[src/rtl/spi_register_bank_if.sv]
// spi_register_bank_if: byte stream in, register bank and write strobe out
interface spi_register_bank_if #(parameter int NUM_REGS = 16);
  logic [7:0]            spi_data;
  logic                  spi_received;
  logic [7:0]            to_output;
  logic [NUM_REGS*8-1:0] regs_flat;
  logic                  wr_strobe;
  logic [6:0]            wr_addr;
  logic [7:0]            wr_data;
  logic                  frame_active;
  modport master (
    output spi_data, spi_received,
    input  to_output, regs_flat, wr_strobe, wr_addr, wr_data, frame_active
  );
  modport slave (
    input  spi_data, spi_received,
    output to_output, regs_flat, wr_strobe, wr_addr, wr_data, frame_active
  );
endinterface

[src/rtl/spi_register_bank.sv]
// spi_register_bank: command/register protocol over a received SPI byte stream
module spi_register_bank #(
  parameter int         NUM_REGS       = 16,
  parameter int         TIMEOUT_CYCLES = 1024,
  parameter logic [7:0] SYNC_BYTE      = 8'hA5
) (
  input logic             clk,
  input logic             rst,
  spi_register_bank_if.slave bus
);
  localparam int TW = TIMEOUT_CYCLES > 1 ? $clog2(TIMEOUT_CYCLES) : 1;
  localparam logic [TW-1:0] TMAX = TW'(TIMEOUT_CYCLES - 1);
  typedef enum logic [1:0] {CMD, WRITE, READ} state_t;
  state_t        state_q, state_d;
  logic [6:0]    addr_q, addr_d;
  logic [TW-1:0] tmo_q, tmo_d;
  logic [7:0]    to_q, to_d;
  logic          wr_strobe_q, wr_strobe_d;
  logic [6:0]    wr_addr_q, wr_addr_d;
  logic [7:0]    wr_data_q, wr_data_d;
  logic          we;
  logic [7:0]    regs_q [NUM_REGS];
  function automatic logic [7:0] rd(input logic [6:0] a);
    rd = 8'h00;
    for (int i = 0; i < NUM_REGS; i++) if (a == 7'(i)) rd = regs_q[i];
  endfunction
  // Frame sequencing: a received byte always wins over a pending timeout
  always_comb begin
    state_d     = state_q;
    addr_d      = addr_q;
    tmo_d       = tmo_q;
    to_d        = to_q;
    wr_strobe_d = 1'b0;
    wr_addr_d   = wr_addr_q;
    wr_data_d   = wr_data_q;
    we          = 1'b0;
    if (bus.spi_received) begin
      tmo_d = '0;
      case (state_q)
        CMD: begin
          addr_d  = bus.spi_data[6:0];
          state_d = bus.spi_data[7] ? WRITE : READ;
          to_d    = bus.spi_data[7] ? SYNC_BYTE : rd(bus.spi_data[6:0]);
        end
        WRITE: begin
          we          = 1'b1;
          wr_strobe_d = 1'b1;
          wr_addr_d   = addr_q;
          wr_data_d   = bus.spi_data;
          addr_d      = addr_q + 7'd1;
        end
        default: begin
          addr_d = addr_q + 7'd1;
          to_d   = rd(addr_q + 7'd1);
        end
      endcase
    end else if (state_q != CMD) begin
      state_d = tmo_q == TMAX ? CMD : state_q;
      to_d    = tmo_q == TMAX ? SYNC_BYTE : to_q;
      tmo_d   = tmo_q == TMAX ? '0 : tmo_q + 1'b1;
    end
  end
  // Control and output registers
  always_ff @(posedge clk) begin
    if (rst) begin
      state_q     <= CMD;
      addr_q      <= '0;
      tmo_q       <= '0;
      to_q        <= SYNC_BYTE;
      wr_strobe_q <= 1'b0;
      wr_addr_q   <= '0;
      wr_data_q   <= '0;
    end else begin
      state_q     <= state_d;
      addr_q      <= addr_d;
      tmo_q       <= tmo_d;
      to_q        <= to_d;
      wr_strobe_q <= wr_strobe_d;
      wr_addr_q   <= wr_addr_d;
      wr_data_q   <= wr_data_d;
    end
  end
  // Register array; addresses beyond the implemented range match no entry
  always_ff @(posedge clk) begin
    if (rst) begin
      for (int i = 0; i < NUM_REGS; i++) regs_q[i] <= '0;
    end else if (we) begin
      for (int i = 0; i < NUM_REGS; i++) if (addr_q == 7'(i)) regs_q[i] <= bus.spi_data;
    end
  end
  for (genvar g = 0; g < NUM_REGS; g++) begin : g_flat
    assign bus.regs_flat[8*g +: 8] = regs_q[g];
  end
  assign bus.to_output    = to_q;
  assign bus.wr_strobe    = wr_strobe_q;
  assign bus.wr_addr      = wr_addr_q;
  assign bus.wr_data      = wr_data_q;
  assign bus.frame_active = state_q != CMD;
endmodule
[src/flat_wrapper.sv]
// flat-port wrapper written by rule: the top's interface ports become plain ports
module spi_register_bank_flat 
#(
  parameter int         NUM_REGS       = 16,
  parameter int         TIMEOUT_CYCLES = 1024,
  parameter logic [7:0] SYNC_BYTE      = 8'hA5
)
  (clk, rst, bus_spi_data, bus_spi_received, bus_to_output, bus_regs_flat, bus_wr_strobe, bus_wr_addr, bus_wr_data, bus_frame_active);
  spi_register_bank_if #(.NUM_REGS(NUM_REGS)) bus_i ();
  input logic clk;
  input logic rst;
  input wire logic [$bits(bus_i.spi_data)-1:0] bus_spi_data;
  input wire logic [$bits(bus_i.spi_received)-1:0] bus_spi_received;
  output wire logic [$bits(bus_i.to_output)-1:0] bus_to_output;
  output wire logic [$bits(bus_i.regs_flat)-1:0] bus_regs_flat;
  output wire logic [$bits(bus_i.wr_strobe)-1:0] bus_wr_strobe;
  output wire logic [$bits(bus_i.wr_addr)-1:0] bus_wr_addr;
  output wire logic [$bits(bus_i.wr_data)-1:0] bus_wr_data;
  output wire logic [$bits(bus_i.frame_active)-1:0] bus_frame_active;
  assign bus_i.spi_data = bus_spi_data;
  assign bus_i.spi_received = bus_spi_received;
  assign bus_to_output = bus_i.to_output;
  assign bus_regs_flat = bus_i.regs_flat;
  assign bus_wr_strobe = bus_i.wr_strobe;
  assign bus_wr_addr = bus_i.wr_addr;
  assign bus_wr_data = bus_i.wr_data;
  assign bus_frame_active = bus_i.frame_active;
  spi_register_bank #(.NUM_REGS(NUM_REGS), .TIMEOUT_CYCLES(TIMEOUT_CYCLES), .SYNC_BYTE(SYNC_BYTE)) u_core (.clk(clk), .rst(rst), .bus(bus_i));
endmodule
[config.mk]
export PLATFORM = sky130hd
export DESIGN_NAME = spi_register_bank_flat
export DESIGN_NICKNAME = d
export VERILOG_FILES = /design/src/rtl/spi_register_bank_if.sv /design/src/rtl/spi_register_bank.sv /design/src/flat_wrapper.sv
export SDC_FILE = /design/constraint.sdc
export NUM_CORES = 1
export LEC_CHECK = 0
export ABC_AREA = 1
export ABC_CLOCK_PERIOD_IN_PS = 5000
export CAP_MARGIN = 30
export CORE_AREA = 4 4 131 133
export DETAILED_ROUTE_END_ITERATION = 8
export DIE_AREA = 0 0 135 137
export HOLD_SLACK_MARGIN = 0.05
export PLACE_DENSITY = 0.85
export SLEW_MARGIN = 5
export SYNTH_ARGS = -nofsm -noshare
export SYNTH_HDL_FRONTEND = slang
export SYNTH_SLANG_ARGS = --single-unit
[constraint.sdc]
create_clock -name clk -period 5 [get_ports clk]
set_input_delay 1.25 -clock clk [delete_from_list [all_inputs] [get_ports clk]]
set_output_delay 1.25 -clock clk [all_outputs]
set_load 0.01 [all_outputs]
==> key figures <==
Outcome
  – Result of the run: completed

Logic synthesis
  – Portion of the post-synthesis area used by sequential elements: a little over half
  – Synth Flop Type: sky130_fd_sc_hd__edfxtp_1
  – Cells after synthesis: ~1100
  – Total number of yosys warnings: 0
  – FF+latch count, synth: between 150 and 200
  – Synthesized Nets: approximately 1100
  – Avg Cell Area, Syn: approximately 8 um^2
  – Post-Syn Area: around 9000 um^2
  – Post-synthesis cell type count: 47
  – Library cell with the largest summed area after synthesis: sky130_fd_sc_hd__edfxtp_1
  – Top cells by area in the synthesized netlist: sky130_fd_sc_hd__edfxtp_1 (43%), sky130_fd_sc_hd__nand2_1 (12%), sky130_fd_sc_hd__dfxtp_1 (9.5%)
  – Number of enable flip-flop cells after synthesis: ~130
  – Area share of the leading cell type in the synthesized netlist: 42.5%
  – Ys async rst share: 0%

STA
  – Slew at the pin closest to its max-slew limit: 0.941 ns
  – RSZ-0062 raised after global routing: false
  – Worst hold slack: ~0.48 ns
  – Final-report hold violation count: 0
  – Final setup viols: 0
  – Worst clock skew: just over 0.01 ns
  – Final slew viol count: 0
  – Maximum achievable frequency: ~0.24 GHz
  – Clock period minus final worst setup slack: ~4.2 ns
  – Slew margin rel.: 36.8%
  – Final cycle utilization of the critical path: roughly 84%
  – Final total negative setup slack: 0 ns

Placed design
  – Detailed Place HPWL: roughly 22000 um
  – Routability Congestion: around 1.1
  – I/O Buffers: around 160

Floorplanning
  – Starting Density: a little under three fifths
  – Cell row count: 46
  – Core region area: between 15000 and 20000 um^2
  – Die width: around 140 um
  – Num ports: 164
  – Overall die area: approximately 18000 um^2
  – Die Y: approximately 140 um

Worst setup path
  – Arrival @ worst endpoint: between 4 and 5 ns
  – R2R setup slack: approximately 1.2 ns
  – Buf/Inv on CP: 1
  – Start-to-end type of the worst setup path: in2reg
  – Maximum fanout encountered on the critical timing path: 8
  – Chain of cells forming the critical path: clkdlybuf4s50_1, nor3_1, nand3_1, nor2_1, a21oi_1, nand3_1, o21ai_0, o21ai_0, o22ai_1, nand3_1, a21oi_1, o2111ai_1, o211ai_1, a21oi_1, nand2_1, a21oi_1
  – CP max-delay cell: sky130_fd_sc_hd__nor3_1
  – Sort of element at the end of the critical path: register
  – Worst endpoint required time: approximately 5.4 ns
  – Crit-path leading delay family: simple AND/OR/NAND/NOR gates
  – Category of the worst setup path launch point: input pin
  – Library cell appearing most often on the critical path: sky130_fd_sc_hd__a21oi_1
  – CP max stage delay: 0.78 ns

Clock network
  – Count of clock tree sinks: 171
  – Root buffer selected by CTS: sky130_fd_sc_hd__clkbuf_16
  – H-tree depth: 4
  – Clk slew on worst S/H paths: 0.07 ns
  – Post-CTS repair timing setup buffer count: 0
  – Number of buffers added by the clock tree synthesis step: 17
  – Clock insertion delay at the later pin of the skew report: 0.45 ns
  – Hold_buf cts: 0
  – CTS tree: done
  – Clock buffer depth: 2
  – Quantity of gates resized following cts: 0

Power and ir drop
  – Maximum vdd ir drop: 0.000270 V
  – Leakage Power: around 4.6 nW
  – Power Density: ~310 nW/um^2

Global routing
  – Vias in the first global route: 8321
  – Pin count of the biggest net entering global routing: 34
  – Gr usage total: between 30% and 40%
  – Total global routing overflow: 0
  – Antenna violations before repair: 0
  – Global-route wire length before repair: approximately 46000 um

Detailed routing
  – Via count: between 8000 and 9000
  – DR DRC count: 0
  – Detail Route Antenna Nets: 0
  – Final routed wirelength across all metal layers: 30200 um
  – DR iter-0 viols: 1476
  – Number of iterations in the first detailed-routing pass: 7
  – Via density per instance: 5.77
  – Average detailed-routed wire length per instance: roughly 20 um

Final layout
  – # nets final: ~1300
  – P&R area growth vs syn: 26.9%
  – Final-layout fill cell count: 1271
  – Ratio of cells with drive above 1 in the final layout: between 6 and 7%
  – Number of diodes added for antenna fixing: 0

Hold path
  – Path category of the worst min-delay check: reg2reg

Run
  – Total of max-cap violations: 0
[metal layers]
metal  vias to the layer above  track usage, %  share of wire (%)
li1                       4039               -                  -
met1                      3998            45.1                 39
met2                       648            50.7                 45
met3                       120            6.88                 12
met4                         0            14.6                4.1
met5                         -               0                  0
[power by group]
part | internal [mW] | switching [mW] | total (mW)
registers | 1.60 | 0.0720 | 1.67
logic | 0.224 | 0.367 | 0.591
clock network | 0.687 | 0.584 | 1.27
[state kept, by name, indices dropped and copies added, names as in the netlist]
signal                count
u_core.state_q            2
u_core.bus.wr_addr        7
u_core.tmo_q             10
u_core.bus.to_output      8
u_core.bus.wr_data        8
u_core.addr_q             7
u_core.bus.wr_strobe      1
u_core.regs_q           128
[Yosys cell counts (4+ instances only)]
cell type / n
sky130_fd_sc_hd__a21oi_1: 52
sky130_fd_sc_hd__buf_2: 4
sky130_fd_sc_hd__buf_6: 5
sky130_fd_sc_hd__clkbuf_1: 21
sky130_fd_sc_hd__clkinv_1: 7
sky130_fd_sc_hd__dfxtp_1: 43
sky130_fd_sc_hd__edfxtp_1: 128
sky130_fd_sc_hd__ha_1: 6
sky130_fd_sc_hd__inv_1: 146
sky130_fd_sc_hd__inv_2: 7
sky130_fd_sc_hd__nand2_1: 288
sky130_fd_sc_hd__nand2_2: 6
sky130_fd_sc_hd__nand3_1: 82
sky130_fd_sc_hd__nand4_1: 12
sky130_fd_sc_hd__nor2_1: 152
sky130_fd_sc_hd__nor2_2: 4
sky130_fd_sc_hd__nor3_1: 8
sky130_fd_sc_hd__o2111ai_1: 5
sky130_fd_sc_hd__o211ai_1: 8
sky130_fd_sc_hd__o21ai_0: 76
sky130_fd_sc_hd__o21ai_1: 6
sky130_fd_sc_hd__o22ai_1: 10
sky130_fd_sc_hd__or2_2: 14
[metrics by stage]
stage	cells	cell area [um^2]	util, %	power (mW)	setup slack, ns
finish	1526	11500	72.4	3.53	0.816
global placement	1491	10900	68.7	2.26	0.528
CTS	1524	11400	72.2	3.51	0.904
detailed placement	1492	10900	68.7	2.27	0.471
global route	1526	11500	72.4	3.64	0.623
floorplan	1131	9030	-	2.00	1.77
[cell families after synthesis]
| kind of cell | after synthesis | share of synthesized area (%) |
|---|---|---|
| XOR/XNOR | 4 | 0.388 |
| AO/OA/AOI/OAI | 176 | 11.1 |
| adder cells (fa/ha/maj) | 6 | 0.831 |
| buffers and inverters | 194 | 8.62 |
| AND/OR/NAND/NOR | 580 | 27.0 |
| flip-flops | 171 | 52.1 |
[final timing paths]
check	start	to	cells past startpoint
worst min-delay path	u_core.tmo_q[6]	u_core.tmo_q[6]	2
worst min register to register	u_core.tmo_q[6]	u_core.tmo_q[6]	2
worst max register to register	u_core.addr_q[0]	u_core.bus.to_output[3]	23
worst max-delay path	bus_spi_data[5]	u_core.bus.to_output[3]	16
[worst reg2reg max path, delay by kind of cell, from the launching register on]
kind | cells | cell delay [ns]
and+or+nand+nor | 21 | 2.60
DFF | 1 | 0.51
adders and majority gates | 1 | 0.48
AOI/OAI and AO/OA | 1 | 0.06
[cells in the final DEF, fill, tap and decap left out, types with 3 or more instances in the layout]
master and instances:
sky130_fd_sc_hd__nand2_1 288, sky130_fd_sc_hd__clkdlybuf4s50_1 163, sky130_fd_sc_hd__nor2_1 152, sky130_fd_sc_hd__inv_1 146
sky130_fd_sc_hd__edfxtp_1 128, sky130_fd_sc_hd__nand3_1 82, sky130_fd_sc_hd__o21ai_0 76, sky130_fd_sc_hd__a21oi_1 52
sky130_fd_sc_hd__dfxtp_1 43, sky130_fd_sc_hd__clkbuf_16 18, sky130_fd_sc_hd__buf_4 16, sky130_fd_sc_hd__or2_2 14
sky130_fd_sc_hd__nand4_1 12, sky130_fd_sc_hd__o22ai_1 10, sky130_fd_sc_hd__nor3_1 8, sky130_fd_sc_hd__o211ai_1 8
sky130_fd_sc_hd__inv_2 7, sky130_fd_sc_hd__clkinv_1 7, sky130_fd_sc_hd__o21ai_1 6, sky130_fd_sc_hd__nand2_2 6
sky130_fd_sc_hd__ha_1 6, sky130_fd_sc_hd__o2111ai_1 5, sky130_fd_sc_hd__nor2_2 4, sky130_fd_sc_hd__or2_0 3
sky130_fd_sc_hd__or2_1 3, sky130_fd_sc_hd__a221oi_1 3, sky130_fd_sc_hd__nor2_4 3, sky130_fd_sc_hd__clkbuf_1 3
[area by class of cell]
class / count / area, um^2 / share of cell area [%]
clock buffers: 22 / 475 / 4.15
clock inverters: 10 / 77.6 / 0.677
inverters: 160 / 601 / 5.24
multi-input cells: 766 / 3550 / 31.0
flip-flops and latches: 171 / 4700 / 41.0
well taps: 216 / 270 / 2.36
repair buffers: 181 / 1780 / 15.6
(Power assumes the default switching activity.)
